===== src/rtl/vga_timing_driver.sv =====
// rtl/vga_timing_driver.sv - VGA sync/DE generator issuing pixel requests DATA_LAT clocks ahead of display
module vga_timing_driver #(
  parameter int   H_SYNC   = 96,
  parameter int   H_BACK   = 48,
  parameter int   H_DISP   = 640,
  parameter int   H_FRONT  = 16,
  parameter int   V_SYNC   = 2,
  parameter int   V_BACK   = 33,
  parameter int   V_DISP   = 480,
  parameter int   V_FRONT  = 10,
  parameter int   DATA_LAT = 2,
  parameter logic SYNC_POL = 1'b0
) (
  input  logic        clk,
  input  logic        rstn,
  input  logic [15:0] pixel_data,
  output logic [10:0] pixel_xpos,
  output logic [10:0] pixel_ypos,
  output logic        vga_hs,
  output logic        vga_vs,
  output logic        vga_de,
  output logic [15:0] vga_rgb,
  output logic        frame_start
);
  localparam int H_TOTAL = H_SYNC + H_BACK + H_DISP + H_FRONT;
  localparam int V_TOTAL = V_SYNC + V_BACK + V_DISP + V_FRONT;
  localparam int HA      = H_SYNC + H_BACK;
  localparam int VA      = V_SYNC + V_BACK;

  // Window bounds are 12 bits so an end bound of exactly 2048 still compares correctly.
  localparam logic [11:0] HS_END = 12'(H_SYNC);
  localparam logic [11:0] VS_END = 12'(V_SYNC);
  localparam logic [11:0] HA_BEG = 12'(HA);
  localparam logic [11:0] HA_END = 12'(HA + H_DISP);
  localparam logic [11:0] VA_BEG = 12'(VA);
  localparam logic [11:0] VA_END = 12'(VA + V_DISP);
  localparam logic [11:0] RQ_BEG = 12'(HA - DATA_LAT);
  localparam logic [11:0] RQ_END = 12'(HA + H_DISP - DATA_LAT);
  localparam logic [10:0] RQ_OFF = 11'(HA - DATA_LAT);
  localparam logic [10:0] VA_OFF = 11'(VA);
  localparam logic [10:0] H_LAST = 11'(H_TOTAL - 1);
  localparam logic [10:0] V_LAST = 11'(V_TOTAL - 1);

  if (H_TOTAL > 2048 || V_TOTAL > 2048) begin : g_bad_total
    $error("vga_timing_driver: H_TOTAL/V_TOTAL exceed 11-bit counter range");
  end
  if (DATA_LAT < 0 || DATA_LAT > HA - 1) begin : g_bad_lat
    $error("vga_timing_driver: DATA_LAT outside 0..H_SYNC+H_BACK-1");
  end

  logic [10:0] h_cnt;
  logic [10:0] v_cnt;
  logic [11:0] h_ext;
  logic [11:0] v_ext;
  logic        hs_act;
  logic        vs_act;
  logic        v_win;
  logic        active;
  logic        req;

  always_ff @(posedge clk or negedge rstn) begin
    if (!rstn) begin
      h_cnt <= '0;
      v_cnt <= '0;
    end else if (h_cnt == H_LAST) begin
      h_cnt <= '0;
      v_cnt <= (v_cnt == V_LAST) ? '0 : v_cnt + 11'd1;
    end else begin
      h_cnt <= h_cnt + 11'd1;
    end
  end

  always_comb begin
    h_ext  = {1'b0, h_cnt};
    v_ext  = {1'b0, v_cnt};
    hs_act = h_ext < HS_END;
    vs_act = v_ext < VS_END;
    v_win  = (v_ext >= VA_BEG) && (v_ext < VA_END);
    active = (h_ext >= HA_BEG) && (h_ext < HA_END) && v_win;
    req    = (h_ext >= RQ_BEG) && (h_ext < RQ_END) && v_win;
  end

  // Every output is registered from the counters so nothing glitches across wraps.
  always_ff @(posedge clk or negedge rstn) begin
    if (!rstn) begin
      vga_hs      <= ~SYNC_POL;
      vga_vs      <= ~SYNC_POL;
      vga_de      <= 1'b0;
      frame_start <= 1'b0;
      pixel_xpos  <= '0;
      pixel_ypos  <= '0;
    end else begin
      vga_hs      <= hs_act ? SYNC_POL : ~SYNC_POL;
      vga_vs      <= vs_act ? SYNC_POL : ~SYNC_POL;
      vga_de      <= active;
      frame_start <= (h_cnt == 11'd0) && (v_cnt == 11'd0);
      pixel_xpos  <= req ? (h_cnt - RQ_OFF) : 11'd0;
      pixel_ypos  <= req ? (v_cnt - VA_OFF) : 11'd0;
    end
  end

  // Blanking forces black whatever the compositor is returning.
  assign vga_rgb = vga_de ? pixel_data : 16'h0000;

endmodule

===== config.mk =====
export PLATFORM = sky130hd
export DESIGN_NAME = vga_timing_driver
export DESIGN_NICKNAME = d
export VERILOG_FILES = /design/src/rtl/vga_timing_driver.sv
export SDC_FILE = /design/constraint.sdc
export NUM_CORES = 1
export LEC_CHECK = 0
export BUFFER_PORTS_ARGS = -buffer_cell sky130_fd_sc_hd__buf_2
export CORE_MARGIN = 1
export CORE_UTILIZATION = 50
export CTS_BUF_LIST = sky130_fd_sc_hd__clkbuf_8
export DETAILED_ROUTE_END_ITERATION = 8
export PLACE_DENSITY = 0.79
export SLEW_MARGIN = 20
export SYNTH_ARGS = -nofsm -noshare
export SYNTH_HDL_FRONTEND = slang
export SYNTH_SLANG_ARGS = --single-unit
export TNS_END_PERCENT = 5

===== constraint.sdc =====
create_clock -name clk -period 2.1 [get_ports clk]
set_clock_uncertainty 0.05 [all_clocks]
set_input_delay 0 -clock clk [delete_from_list [all_inputs] [get_ports clk]]
set_output_delay 0 -clock clk [all_outputs]
set_load 0.01 [all_outputs]

# Word-level counts from Yosys, hierarchy flattened
# Index checks and enable logic that the tools add are counted.
word_totals:
  reg_bits: 48
  word_cells: 37
op_classes:
  addsub: 4
  muxes: 7
  n_reduce_logical: 8
  magnitude_cmp: 8
  n_eq_ne: 2
op_table:
  columns: ["operator", "n"]
  rows:
  - ["2-to-1 mux 11 bit", 4]
  - ["< comparator 11 x 10 -> 1 bit, second input constant", 3]
  - ["adder 11 x 1 -> 11 bit, second input constant", 2]
  - ["equality test 11 x 10 -> 1 bit, second input constant", 2]
  - [">= comparator 11 x 8 -> 1 bit, second input constant", 2]
  - ["logical NOT 11 bit", 2]
  - ["2-to-1 mux 16 bit", 1]
  - [">= comparator 11 x 6 -> 1 bit, second input constant", 1]
  - ["< comparator 11 x 2 -> 1 bit, second input constant", 1]
  - ["< comparator 11 x 7 -> 1 bit, second input constant", 1]
  - ["subtractor 11 x 6 -> 11 bit, second input constant", 1]
  - ["subtractor 11 x 8 -> 11 bit, second input constant", 1]
  - ["logical AND 1 bit", 6]
  - ["2-to-1 mux 1 bit", 2]

# Longest topological paths before layout
# Gate-level depths: netlist of the first run.
logic_depth:
  word_depth: 4
  ltp_mapped: 6
  mapped_depth_nobuf: 5

# Worst setup path after synthesis of the first run
# OpenSTA, ideal clock, no wires.
synth_path:
  path_type: "register -> register"
  start: "register h_cnt[6]"
  end: "register v_cnt[10]"
  n_path_buf: 2
  setup_ns: 0.126
  setup_slack_ns: -0.226
  t_arrival_ns: 2.150
  period_less_slack_ns: 2.326
  stages_incl_launch_ff: 7
  cell_sequence: "dfrtp_1 -> buf_6 -> or4_4 -> or3_1 -> buf_2 -> or4_4 -> xnor2_2"
synth_between:
  elab_chain_cells: 1
synth_lines:
  columns: ["element", "line", "rtl"]
  rows:
  - ["start: declaration", "51", "logic [10:0] h_cnt;"]
  - ["start signal: assignment", "69", "h_cnt <= h_cnt + 11'd1;"]
  - ["equality test 11 x 10 -> 1 bit", "65", "end else if (h_cnt == H_LAST) begin"]
  - ["end signal: assignment", "67", "v_cnt <= (v_cnt == V_LAST) ? '0 : v_cnt + 11'd1;"]
  - ["end: declaration", "52", "logic [10:0] v_cnt;"]
# No other way between the ends.
# A chain may end at the register's enable or synchronous reset.

# Worst setup path in the final report of the first run
layout_path:
  start: "register h_cnt[0]"
  end: "register v_cnt[9]"
# Same word-level chain as after synthesis.

==> results of run 1 <==
[state kept, by name, summed over array words and instances, names as in the netlist]
name,cells
pixel_ypos,11
pixel_xpos,11
h_cnt,11
vga_vs,1
vga_de,1
frame_start,1
v_cnt,11
vga_hs,1
[what timing repair did]
action	4_1_cts	5_1_grt
gates cloned	0	0
setup endpoints to repair	1	3
hold endpoints to repair	46	0
buffers inserted	0	1
hold buffers	1	0
pin swaps	0	4
resized for setup	2	3
[through the flow]
stage / setup TNS (ns) / instance area [um2] / cells / power (mW)
2_1_floorplan: -2.63 / 2450 / 245 / 0.942
3_3_place_gp: 0 / 2990 / 374 / 0.974
3_5_place_dp: -0.00924 / 2990 / 374 / 0.975
4_1_cts: 0 / 3140 / 383 / 1.69
5_1_grt: -0.0586 / 3150 / 384 / 1.72
6_report: -0.0254 / 3150 / 384 / 1.68
[layout make-up]
cell class / instances / share of cell area, %
clock buffers: 7 / 3.05
well taps: 54 / 2.14
multi-input cells: 166 / 35.9
repair buffers: 93 / 18.0
inverters: 15 / 1.79
flip-flops and latches: 48 / 38.2
clock inverters: 1 / 0.952
[critical path: cells and delay by family, from the launching register on]
family / cells / cell delay [ns]
compound gates: 2 / 0.32
fa+ha+maj: 1 / 0.24
buf+inv: 1 / 0.22
flops: 1 / 0.43
simple gates: 2 / 0.75
[where the power goes]
group	total [mW]	internal (mW)	switching, mW
combinational	0.0331	0.0132	0.0200
clock	0.722	0.420	0.302
sequential	0.924	0.924	0
[cells by family (layout without fill, tap and decap cells)]
| family | after synthesis | after routing |
|---|---|---|
| fa+ha+maj | 6 | 6 |
| buf+inv | 31 | 116 |
| flops | 48 | 48 |
| xor+xnor | 28 | 28 |
| compound gates | 30 | 30 |
| simple gates | 101 | 101 |
| mux | 1 | 1 |
[layer usage]
metal	vias up	wire length (um)	share of wire (%)	track usage, %
met2	138	2830	49	39.5
met1	1015	2330	40	29.1
met5	-	0	0	0
met3	21	494	8.5	3.66
met4	0	162	2.8	10.0
li1	1008	-	-	-
[placed cells by master, fill, tap and decap left out, drive strengths merged, types with 2 or more instances in the layout]
cell / synthesis / routed
or3: 4 / 4
nand2: 13 / 13
buf: 5 / 92
xnor2: 18 / 18
dfstp: 2 / 2
nand3: 9 / 9
and2: 17 / 17
o31ai: 3 / 3
and3: 3 / 3
nor2: 11 / 11
a211oi: 2 / 2
nand4: 6 / 6
xor2: 10 / 10
a2111oi: 2 / 2
a21oi: 7 / 7
nor4: 3 / 3
inv: 15 / 15
o21bai: 2 / 2
nor3: 27 / 27
o21ai: 8 / 8
ha: 6 / 6
clkbuf: 11 / 7
or4: 3 / 3
dfrtp: 46 / 46
[worst min-delay path by stage]
stage / startpoint / end / slack (ns) / cells past startpoint
4_1_cts: pixel_data[0] / vga_rgb[0] / 0.24 / 3
6_report: pixel_data[13] / vga_rgb[13] / 0.24 / 3
3_3_place_gp: rstn / pixel_xpos[4]$_DFF_PN0_ / 0.06 / 2
2_1_floorplan: rstn / frame_start$_DFF_PN0_ / -0.35 / 0
3_5_place_dp: rstn / pixel_xpos[3]$_DFF_PN0_ / 0.08 / 2
5_1_grt: pixel_data[4] / vga_rgb[4] / 0.26 / 3
==> metrics.md, run 1 <==
| Metric | Value |
|---|---|
| Status | `finished, violations left` |
| Failing checks | `setup timing` |
| Sequential standard cell area | `1200 um2` |
| Worst-Margin Slew | `0.582 ns` |
| Post-synthesis share of cell area spent on xor and xnor gates | `10.4%` |
| # Max-Cap Violations | `0` |
| Complex-gate fraction of the synthesized area | `8.88%` |
| RSZ-0062 raised after global routing | `true` |
| Share of the clock period used by the worst path | `101%` |
| Port Buf Inserts | `59` |
| Via count of the first global-routing pass | `1,930` |
| Multi-input gate area | `1130 um2` |
| VDD IR max | `0.000269 V` |
| Worst setup path category | `register to register` |
| H-tree depth | `2` |
| Final Hold Fails | `0` |
| Layout cell share with drive strength beyond 1 | `34.2%` |
| Antenna fix cells | `0` |
| Routed via count | `2,182` |
| Cell type with the highest aggregate area in the netlist | `sky130_fd_sc_hd__dfrtp_1` |
| Total I/O pin count | `60` |
| Synth top cells by count | `sky130_fd_sc_hd__dfrtp_1, sky130_fd_sc_hd__nor3_1, sky130_fd_sc_hd__and2_1, sky130_fd_sc_hd__xnor2_1, sky130_fd_sc_hd__inv_1` |
| Critical path required time | `2.24 ns` |
| Floorplan Core Area | `4690 um2` |
| DRC errors left | `0` |
| Floorplan row count | `25` |
| Main area contributors after synthesis | `sky130_fd_sc_hd__dfrtp_1, sky130_fd_sc_hd__xnor2_1, sky130_fd_sc_hd__nor3_1` |
| Count of TritonRoute iterations in the first routing pass | `5` |
| Worst Setup End Kind | `register` |
| Pin count of the biggest net entering global routing | `49` |
| Worst setup path startpoint | `h_cnt[0]$_DFF_PN0_` |
| TritonCTS clock tree | `done` |
| TritonCTS sink count | `48` |
| Destination of the critical timing path | `v_cnt[9]$_DFFE_PN0N_` |
| Yosys synthesis warning count | `0` |
| Clock Tree Root | `sky130_fd_sc_hd__clkbuf_8` |
| Final setup viols | `1` |
| Number of clock buffers inserted by TritonCTS | `5` |
| Setup slack on the worst flop-to-flop path | `-0.03 ns` |
| Post-synthesis sequential element count | `48` |
| Minimum setup slack after placement | `-0.00924 ns` |
| Leak pwr | `1.61 nW` |
| Delay of the slowest cell on the worst path | `0.56 ns` |
| Global Route Usage Sum | `23.1%` |
| Area of the mapped netlist | `2440 um2` |
| Overflow after GRT | `0` |
| Wire length after detailed routing | `5.82 mm` |
| Cell with the largest stage delay on the worst path | `sky130_fd_sc_hd__or4_4` |
| Antenna Violating Nets Remaining | `0` |
| Multiplexer share of the synthesized area | `0.410%` |
| Synth top area share | `47.2%` |
| Layout-stage area growth over the synthesis result | `29.3%` |
| Relative slew slack | `61.2%` |
| Max Clock Freq | `0.470 GHz` |
| Post-synthesis share of cell area spent on full adders, half adders and majority gates | `3.08%` |
| Routability-driven placement congestion ratio | `0.867` |
| Number of pins with negative max-slew slack in the final report | `0` |
| Count of nets after finishing | `353` |
| Count leader, synth | `sky130_fd_sc_hd__dfrtp_1` |
| Signal arrival time at the worst endpoint | `2.27 ns` |
| Largest buffer count on any clock path | `2` |
| Die H | `71.8 um` |
| Element type at the critical path start | `register` |
| Time the final worst path needs with I/O delays and setup | `2.13 ns` |
| Floorplan die area | `5160 um2` |
| Hold Path Class | `input pin to primary output` |
| Areal power density over the cells | `532 nW/um2` |
| Async S/R FF share, synth | `100%` |
| Worst-case reg-to-reg path depth | `6` |
| Number of nets produced by synthesis | `269` |
| Source-to-sink clock delay at the later pin of the worst-skew pair | `0.31 ns` |
| Avg WL per Cell | `15.2 um` |
| Count of flip-flops with a built-in enable after synthesis | `0` |
| Initial Util | `52.0%` |
| Max FO, Critical Path | `5` |
| Ys flop type | `sky130_fd_sc_hd__dfrtp_1` |
| Synthesized instance count | `245` |
| DR vias/cell | `5.68` |
| Number of violations reported at the end of detailed-routing iteration 0 | `167` |
| Area fraction in and, or, nand and nor cells after synthesis | `22.7%` |
| End of the worst register-to-register path | `v_cnt[9]$_DFFE_PN0N_` |
| Worst hold slack | `0.240 ns` |
| Combinational family with the most area after synthesis | `simple AND/OR/NAND/NOR gates` |
| R2R Path Start | `h_cnt[0]$_DFF_PN0_` |
| Minimum setup slack in the final design | `-0.0254 ns` |
| Global-route wire length before repair | `9.11 mm` |
| Post-layout util | `67.2%` |
| Die W | `71.8 um` |
| Avg Synthesized Cell Area | `9.95 um2` |
| Antenna violations before repair | `0` |
| Clock-pin slew of the registers on the worst-case setup and hold paths | `0.09 ns` |
| Number of different library cells in the post-synthesis netlist | `42` |
| Sequential fraction of the synthesis area | `49.4%` |
| Sequence of cells on the critical path | `ha_2 -> nand4_1 -> buf_4 -> or4_4 -> o221ai_2 -> o31ai_1` |
| Final-layout fill cell count | `354` |
| Final HPWL DP | `4.01 mm` |
No activity file was read; power rests on OpenSTA's default activity.
==> inputs of run 2 (changes only) <==
--- a/config.mk
+++ b/config.mk
@@ -10,6 +10,7 @@
 export CORE_UTILIZATION = 50
 export CTS_BUF_LIST = sky130_fd_sc_hd__clkbuf_8
 export DETAILED_ROUTE_END_ITERATION = 8
+export GPL_TIMING_DRIVEN = 0
 export PLACE_DENSITY = 0.79
 export SLEW_MARGIN = 20
 export SYNTH_ARGS = -nofsm -noshare
==> metrics.md, run 2 (synthesis gave the netlist of run 1 again) <==
| Metric | Value |
|---|---|
| Status | `finished, violations left (unchanged)` |
| Failing checks | `setup timing (unchanged)` |
| Initial Util | `52.0% (unchanged)` |
| Setup slack on the worst flop-to-flop path | `-0.14 ns (was -0.03 ns)` |
| Layout cell share with drive strength beyond 1 | `36.1% (was 34.2%)` |
| Antenna Violating Nets Remaining | `0 (unchanged)` |
| Worst setup path startpoint | `h_cnt[5]$_DFF_PN0_ (was h_cnt[0]$_DFF_PN0_)` |
| # Max-Cap Violations | `0 (unchanged)` |
| Largest buffer count on any clock path | `2 (unchanged)` |
| Minimum setup slack in the final design | `-0.142 ns (was -0.0254 ns)` |
| RSZ-0062 raised after global routing | `true (unchanged)` |
| Final Hold Fails | `0 (unchanged)` |
| Number of clock buffers inserted by TritonCTS | `5 (unchanged)` |
| Share of the clock period used by the worst path | `107% (was 101%)` |
| Count of TritonRoute iterations in the first routing pass | `4 (was 5)` |
| Final setup viols | `10 (was 1)` |
| TritonCTS sink count | `48 (unchanged)` |
| H-tree depth | `2 (unchanged)` |
| Relative slew slack | `57.1% (was 61.2%)` |
| Sequence of cells on the critical path | `buf_6 -> or4_4 -> or3_4 -> buf_6 -> or4_4 -> xnor2_2 (was ha_2 -> nand4_1 -> buf_4 -> or4_4 -> o221ai_2 -> o31ai_1)` |
| Sequential standard cell area | `1210 um2 (was 1200 um2)` |
| Max FO, Critical Path | `5 (unchanged)` |
| Most frequent cells in the layout | `sky130_fd_sc_hd__buf_2, sky130_fd_sc_hd__dfrtp_1, sky130_fd_sc_hd__nor3_1, sky130_fd_sc_hd__xnor2_1, sky130_fd_sc_hd__and2_1 (was sky130_fd_sc_hd__buf_2, sky130_fd_sc_hd__dfrtp_1, sky130_fd_sc_hd__buf_4, sky130_fd_sc_hd__nor3_1)` |
| Clock-pin slew of the registers on the worst-case setup and hold paths | `0.09 ns (about the same)` |
| Design Area, Final | `3160 um2 (was 3150 um2)` |
| VDD IR max | `0.000294 V (was 0.000269 V)` |
| Fin cells | `375 (was 384)` |
| Cell with the largest stage delay on the worst path | `sky130_fd_sc_hd__or4_4 (unchanged)` |
| Leak pwr | `1.55 nW (was 1.61 nW)` |
| Die W | `71.8 um (unchanged)` |
| Antenna violations before repair | `0 (unchanged)` |
| DR vias/cell | `5.48 (was 5.68)` |
| Areal power density over the cells | `511 nW/um2 (was 532 nW/um2)` |
| Worst-Margin Slew | `0.635 ns (was 0.582 ns)` |
| Source-to-sink clock delay at the later pin of the worst-skew pair | `0.30 ns (was 0.31 ns)` |
| Layout-stage area growth over the synthesis result | `29.4% (was 29.3%)` |
| Leading cell type in the layout, fill and taps excluded | `sky130_fd_sc_hd__buf_2 (unchanged)` |
| Global Route Usage Sum | `21.2% (was 23.1%)` |
| Setup TNS | `-0.479 ns (was -0.0254 ns)` |
| Total I/O pin count | `60 (unchanged)` |
| Avg WL per Cell | `13.9 um (was 15.2 um)` |
| Delay of the slowest cell on the worst path | `0.55 ns (was 0.56 ns)` |
| Element type at the critical path start | `register (unchanged)` |
| Worst Setup End Kind | `register (unchanged)` |
| Floorplan row count | `25 (unchanged)` |
| Floorplan die area | `5160 um2 (unchanged)` |
| R2R Path Start | `h_cnt[5]$_DFF_PN0_ (was h_cnt[0]$_DFF_PN0_)` |
| Clock Tree Root | `sky130_fd_sc_hd__clkbuf_8 (unchanged)` |
| Number of pins with negative max-slew slack in the final report | `0 (unchanged)` |
| Overflow after GRT | `0 (unchanged)` |
| Worst hold slack | `0.201 ns (was 0.240 ns)` |
| Hold Path Class | `input pin to asynchronous set/reset pin (was input pin to primary output)` |
| Max Clock Freq | `0.446 GHz (was 0.470 GHz)` |
| Antenna fix cells | `0 (unchanged)` |
| Placed standard-cell area | `2810 um2 (was 2990 um2)` |
| Global-route wire length before repair | `8.45 mm (was 9.11 mm)` |
| TritonCTS clock tree | `done (unchanged)` |
| Final-layout fill cell count | `338 (was 354)` |
| Die H | `71.8 um (unchanged)` |
| Via count of the first global-routing pass | `1,810 (was 1,930)` |
| Worst-case reg-to-reg path depth | `6 (unchanged)` |
| Routability-driven placement congestion ratio | `0.910 (was 0.867)` |
| Count of nets after finishing | `344 (was 353)` |
| Pin count of the biggest net entering global routing | `49 (unchanged)` |
| Floorplan Core Area | `4690 um2 (unchanged)` |
| Number of violations reported at the end of detailed-routing iteration 0 | `113 (was 167)` |
| Critical path required time | `2.24 ns (about the same)` |
| Wire length after detailed routing | `5.21 mm (was 5.82 mm)` |
| Cell count after placement | `358 (was 374)` |
| Signal arrival time at the worst endpoint | `2.39 ns (was 2.27 ns)` |
| Routed via count | `2,056 (was 2,182)` |
| Final HPWL DP | `3.61 mm (was 4.01 mm)` |
| Multi-input gate area | `1220 um2 (was 1130 um2)` |
| Worst setup path category | `register to register (unchanged)` |
| DRC errors left | `0 (unchanged)` |
| Time the final worst path needs with I/O delays and setup | `2.24 ns (was 2.13 ns)` |
| End of the worst register-to-register path | `v_cnt[10]$_DFFE_PN0N_ (was v_cnt[9]$_DFFE_PN0N_)` |
| Port Buf Inserts | `59 (unchanged)` |
run 2: worst max-delay path, delay by kind of cell (launching register included):
kind,cells,cell delay [ns]
flops,1,0.38
buf+inv,2,0.24
xor+xnor,1,0.14
simple gates,3,1.33
run 2: where the power goes:
part	switching [mW]	internal, mW	leakage, nW
logic	0.0196	0.0125	0.857
registers	0	0.923	0.644
clock network	0.305	0.352	0.0541
total	0.325	1.29	1.55
run 2: worst max path at each step:
| stage | end | cells after the start | slack [ns] |
|---|---|---|---|
| floorplan | v_cnt[10]$_DFFE_PN0N_ | 6 | -0.16 |
| global placement | pixel_xpos[8]$_DFF_PN0_ | 6 | -0.48 |
| detailed placement | pixel_ypos[4]$_DFF_PN0_ | 6 | -0.53 |
| CTS | v_cnt[10]$_DFFE_PN0N_ | 6 | -0.12 |
| global route | v_cnt[10]$_DFFE_PN0N_ | 6 | -0.18 |
| finish | v_cnt[10]$_DFFE_PN0N_ | 6 | -0.14 |
run 2: per-stage QoR:
step / total power, mW / util (%) / setup WS [ns]
5_1_grt: 1.66 / 67.3 / -0.177
6_report: 1.61 / 67.3 / -0.142
3_3_place_gp: 0.972 / 60.0 / -0.476
3_5_place_dp: 0.973 / 60.0 / -0.534
4_1_cts: 1.62 / 64.7 / -0.125
2_1_floorplan: 0.942 / - / -0.159
run 2: area by class of cell:
class / count / area share (%)
Multi-Input combinational cell: 166 / 38.6
Sequential cell: 48 / 38.3
Timing Repair Buffer: 71 / 12.4
Buffer: 13 / 3.25
Clock buffer: 5 / 2.18
Tap cell: 54 / 2.14
Inverter: 15 / 1.78
Clock inverter: 3 / 1.35
run 2: what timing repair did:
action                     in CTS  in global routing
buffers inserted                8                  3
hold buffers                    1                  0
hold endpoints to repair       46                  0
setup endpoints to repair      32                 32
pin swaps                       4                  4
gates resized for setup        19                 26
run 2: metal layers:
metal,wire [um],track usage [%],up-vias
met4,104,8.93,0
met5,0,0,-
met3,232,3.80,11
met2,2580,36.0,79
li1,-,-,993
met1,2300,26.8,973
==> inputs of run 3 (changes only) <==
--- a/config.mk
+++ b/config.mk
@@ -7,11 +7,10 @@
 export LEC_CHECK = 0
 export BUFFER_PORTS_ARGS = -buffer_cell sky130_fd_sc_hd__buf_2
 export CORE_MARGIN = 1
-export CORE_UTILIZATION = 50
-export CTS_BUF_LIST = sky130_fd_sc_hd__clkbuf_8
+export CORE_UTILIZATION = 48
 export DETAILED_ROUTE_END_ITERATION = 8
 export GPL_TIMING_DRIVEN = 0
-export PLACE_DENSITY = 0.79
+export PLACE_DENSITY = 0.76
 export SLEW_MARGIN = 20
 export SYNTH_ARGS = -nofsm -noshare
 export SYNTH_HDL_FRONTEND = slang
==> metrics.md, run 3 (synthesis gave the netlist of run 1 again) <==
| Metric | Value |
|---|---|
| Floorplan Core Area | `4820 um2 (was 4690 um2)` |
| Max FO, Critical Path | `4 (was 5)` |
| Final setup viols | `6 (was 10)` |
| Worst Setup End Kind | `register (unchanged)` |
| Relative slew slack | `59.2% (was 57.1%)` |
| Antenna violations before repair | `0 (unchanged)` |
| Status | `finished, violations left (unchanged)` |
| Count of nets after finishing | `339 (was 344)` |
| Hold Path Class | `input pin to asynchronous set/reset pin (unchanged)` |
| TritonCTS sink count | `48 (unchanged)` |
| Floorplan die area | `5370 um2 (was 5160 um2)` |
| Die H | `73.3 um (was 71.8 um)` |
| Areal power density over the cells | `494 nW/um2 (was 511 nW/um2)` |
| Layout cell share with drive strength beyond 1 | `33.2% (was 36.1%)` |
| VDD IR max | `0.000214 V (was 0.000294 V)` |
| DRC errors left | `0 (unchanged)` |
| Die W | `73.3 um (was 71.8 um)` |
| DR vias/cell | `5.25 (was 5.48)` |
| Met3 Wirelength | `289 um (was 232 um)` |
| Delay of the slowest cell on the worst path | `0.53 ns (was 0.55 ns)` |
| Count of buffering cells on the critical path with inverters included | `1 (was 2)` |
| Antenna Violating Nets Remaining | `0 (unchanged)` |
| Sequence of cells on the critical path | `buf_6 -> or4_4 -> or3_4 -> or4_4 -> xnor2_2 (was buf_6 -> or4_4 -> or3_4 -> buf_6 -> or4_4 -> xnor2_2)` |
| Number of violations reported at the end of detailed-routing iteration 0 | `117 (was 113)` |
| Most frequent cells in the layout | `sky130_fd_sc_hd__buf_2, sky130_fd_sc_hd__dfrtp_1, sky130_fd_sc_hd__nor3_1, sky130_fd_sc_hd__xnor2_1, sky130_fd_sc_hd__and2_1 (unchanged)` |
| Signal arrival time at the worst endpoint | `2.28 ns (was 2.39 ns)` |
| Global-route wire length before repair | `8.54 mm (was 8.45 mm)` |
| Crit-path most repeated cell | `sky130_fd_sc_hd__or4_4` |
| Max Clock Freq | `0.465 GHz (was 0.446 GHz)` |
| Number of clock buffers inserted by TritonCTS | `5 (unchanged)` |
| Leading cell type in the layout, fill and taps excluded | `sky130_fd_sc_hd__buf_2 (unchanged)` |
| CP delay by family, top | `simple AND/OR/NAND/NOR gates (unchanged)` |
| Total I/O pin count | `60 (unchanged)` |
| Global Route Usage Sum | `20.9% (was 21.2%)` |
| H-tree depth | `2 (unchanged)` |
| Minimum setup slack after placement | `-0.464 ns (was -0.534 ns)` |
| Floorplan row count | `25 (unchanged)` |
| Clock Tree Root | `sky130_fd_sc_hd__clkbuf_8 (unchanged)` |
| Setup TNS | `-0.124 ns (was -0.479 ns)` |
| Count of TritonRoute iterations in the first routing pass | `4 (unchanged)` |
| Critical path required time | `2.23 ns (was 2.24 ns)` |
| Antenna fix cells | `0 (unchanged)` |
| Avg WL per Cell | `13.6 um (was 13.9 um)` |
| Via count of the first global-routing pass | `1,860 (was 1,810)` |
| DR top layer | `met4 (unchanged)` |
| Initial Util | `50.6% (was 52.0%)` |
| Routed via count | `2,009 (was 2,056)` |
| Final-layout fill cell count | `388 (was 338)` |
| Pin count of the biggest net entering global routing | `49 (unchanged)` |
| Largest buffer count on any clock path | `2 (unchanged)` |
| Final HPWL DP | `3.62 mm (was 3.61 mm)` |
| Total routed wire length on the met1 layer | `2.33 mm (was 2.30 mm)` |
| Final Hold Fails | `0 (unchanged)` |
| # Max-Cap Violations | `0 (unchanged)` |
| Element type at the critical path start | `register (unchanged)` |
| Leak pwr | `1.49 nW (was 1.55 nW)` |
| Minimum setup slack in the final design | `-0.0504 ns (was -0.142 ns)` |
| Overflow after GRT | `0 (unchanged)` |
| Time the final worst path needs with I/O delays and setup | `2.15 ns (was 2.24 ns)` |
| Fin cells | `383 (was 375)` |
| Number of pins with negative max-slew slack in the final report | `0 (unchanged)` |
| Wire length after detailed routing | `5.22 mm (was 5.21 mm)` |
| Worst-Margin Slew | `0.604 ns (was 0.635 ns)` |
| Clock-pin slew of the registers on the worst-case setup and hold paths | `0.09 ns (about the same)` |
| Routability-driven placement congestion ratio | `0.910 (about the same)` |
| Layout-stage area growth over the synthesis result | `26.4% (was 29.4%)` |
| Worst setup path category | `register to register (unchanged)` |
| Cell with the largest stage delay on the worst path | `sky130_fd_sc_hd__or4_4 (unchanged)` |
| Cell count after placement | `371 (was 358)` |
| Share of the clock period used by the worst path | `102% (was 107%)` |
| Port Buf Inserts | `59 (unchanged)` |
| RSZ-0062 raised after global routing | `true (unchanged)` |
| Source-to-sink clock delay at the later pin of the worst-skew pair | `0.30 ns (about the same)` |
| Failing checks | `setup timing (unchanged)` |
| TritonCTS clock tree | `done (unchanged)` |
| Total length of routed met2 wires | `2.50 mm (was 2.58 mm)` |
[run 3: path summary, 6_finish.rpt]
path | from | end | slack (ns) | cells after the start
worst max-delay path | h_cnt[6]$_DFF_PN0_ | v_cnt[10]$_DFFE_PN0N_ | -0.05 | 5
worst min-delay path | rstn | h_cnt[9]$_DFF_PN0_ | 0.19 | 2
worst max register to register | h_cnt[6]$_DFF_PN0_ | v_cnt[10]$_DFFE_PN0N_ | -0.05 | 5
worst min register to register | h_cnt[0]$_DFF_PN0_ | h_cnt[0]$_DFF_PN0_ | 0.49 | 1
max in group asynchronous | rstn | h_cnt[1]$_DFF_PN0_ | 1.37 | 2
min in group clk | pixel_data[11] | vga_rgb[11] | 0.24 | 3
[run 3: power by group]
| part | internal, mW | switching (mW) | total [mW] |
|---|---|---|---|
| clock network | 0.268 | 0.300 | 0.568 |
| logic | 0.0125 | 0.0202 | 0.0327 |
| registers | 0.923 | 0 | 0.923 |
[run 3: through the flow]
step | util, % | cell area [um2] | hold WS (ns) | power, mW
5_1_grt | 64.0 | 3080 | 0.258 | 1.57
3_5_place_dp | 58.8 | 2830 | 0.184 | 0.974
4_1_cts | 63.2 | 3050 | 0.241 | 1.53
6_report | 64.0 | 3080 | 0.186 | 1.52
2_1_floorplan | - | 2450 | -0.346 | 0.942
3_3_place_gp | 58.8 | 2830 | 0.181 | 0.974
[run 3: final cells by class]
class	count	area (um2)	share of cell area, %
Sequential cell	48	1210	39.2
Multi-Input combinational cell	166	1200	39.0
Timing Repair Buffer	68	368	11.9
Clock buffer	7	86.3	2.80
Tap cell	67	83.8	2.72
Buffer	11	70.1	2.27
Inverter	15	56.3	1.83
Clock inverter	1	7.51	0.244
[run 3: worst reg2reg max path: stages (launching register included)]
cell and delay, ns:
sky130_fd_sc_hd__dfrtp_1 0.40, sky130_fd_sc_hd__buf_6 0.12, sky130_fd_sc_hd__or4_4 0.54, sky130_fd_sc_hd__or3_4 0.35
sky130_fd_sc_hd__or4_4 0.43, sky130_fd_sc_hd__xnor2_2 0.14
[run 3: layer usage]
metal / global-route usage [%] / vias up
met1: 26.7 / 914
met4: 6.75 / 0
met2: 36.0 / 97
met3: 3.70 / 12
met5: 0 / -
li1: - / 986
[run 3: what timing repair did]
| action | 4_1_cts | 5_1_grt |
|---|---|---|
| setup endpoints to repair | 32 | 31 |
| resized for setup | 21 | 13 |
| pin swaps | 6 | 0 |
| endpoints found under the hold margin | 46 | 0 |
| cloned | 0 | 0 |
| setup buffers | 8 | 0 |
| hold buffers | 1 | 0 |
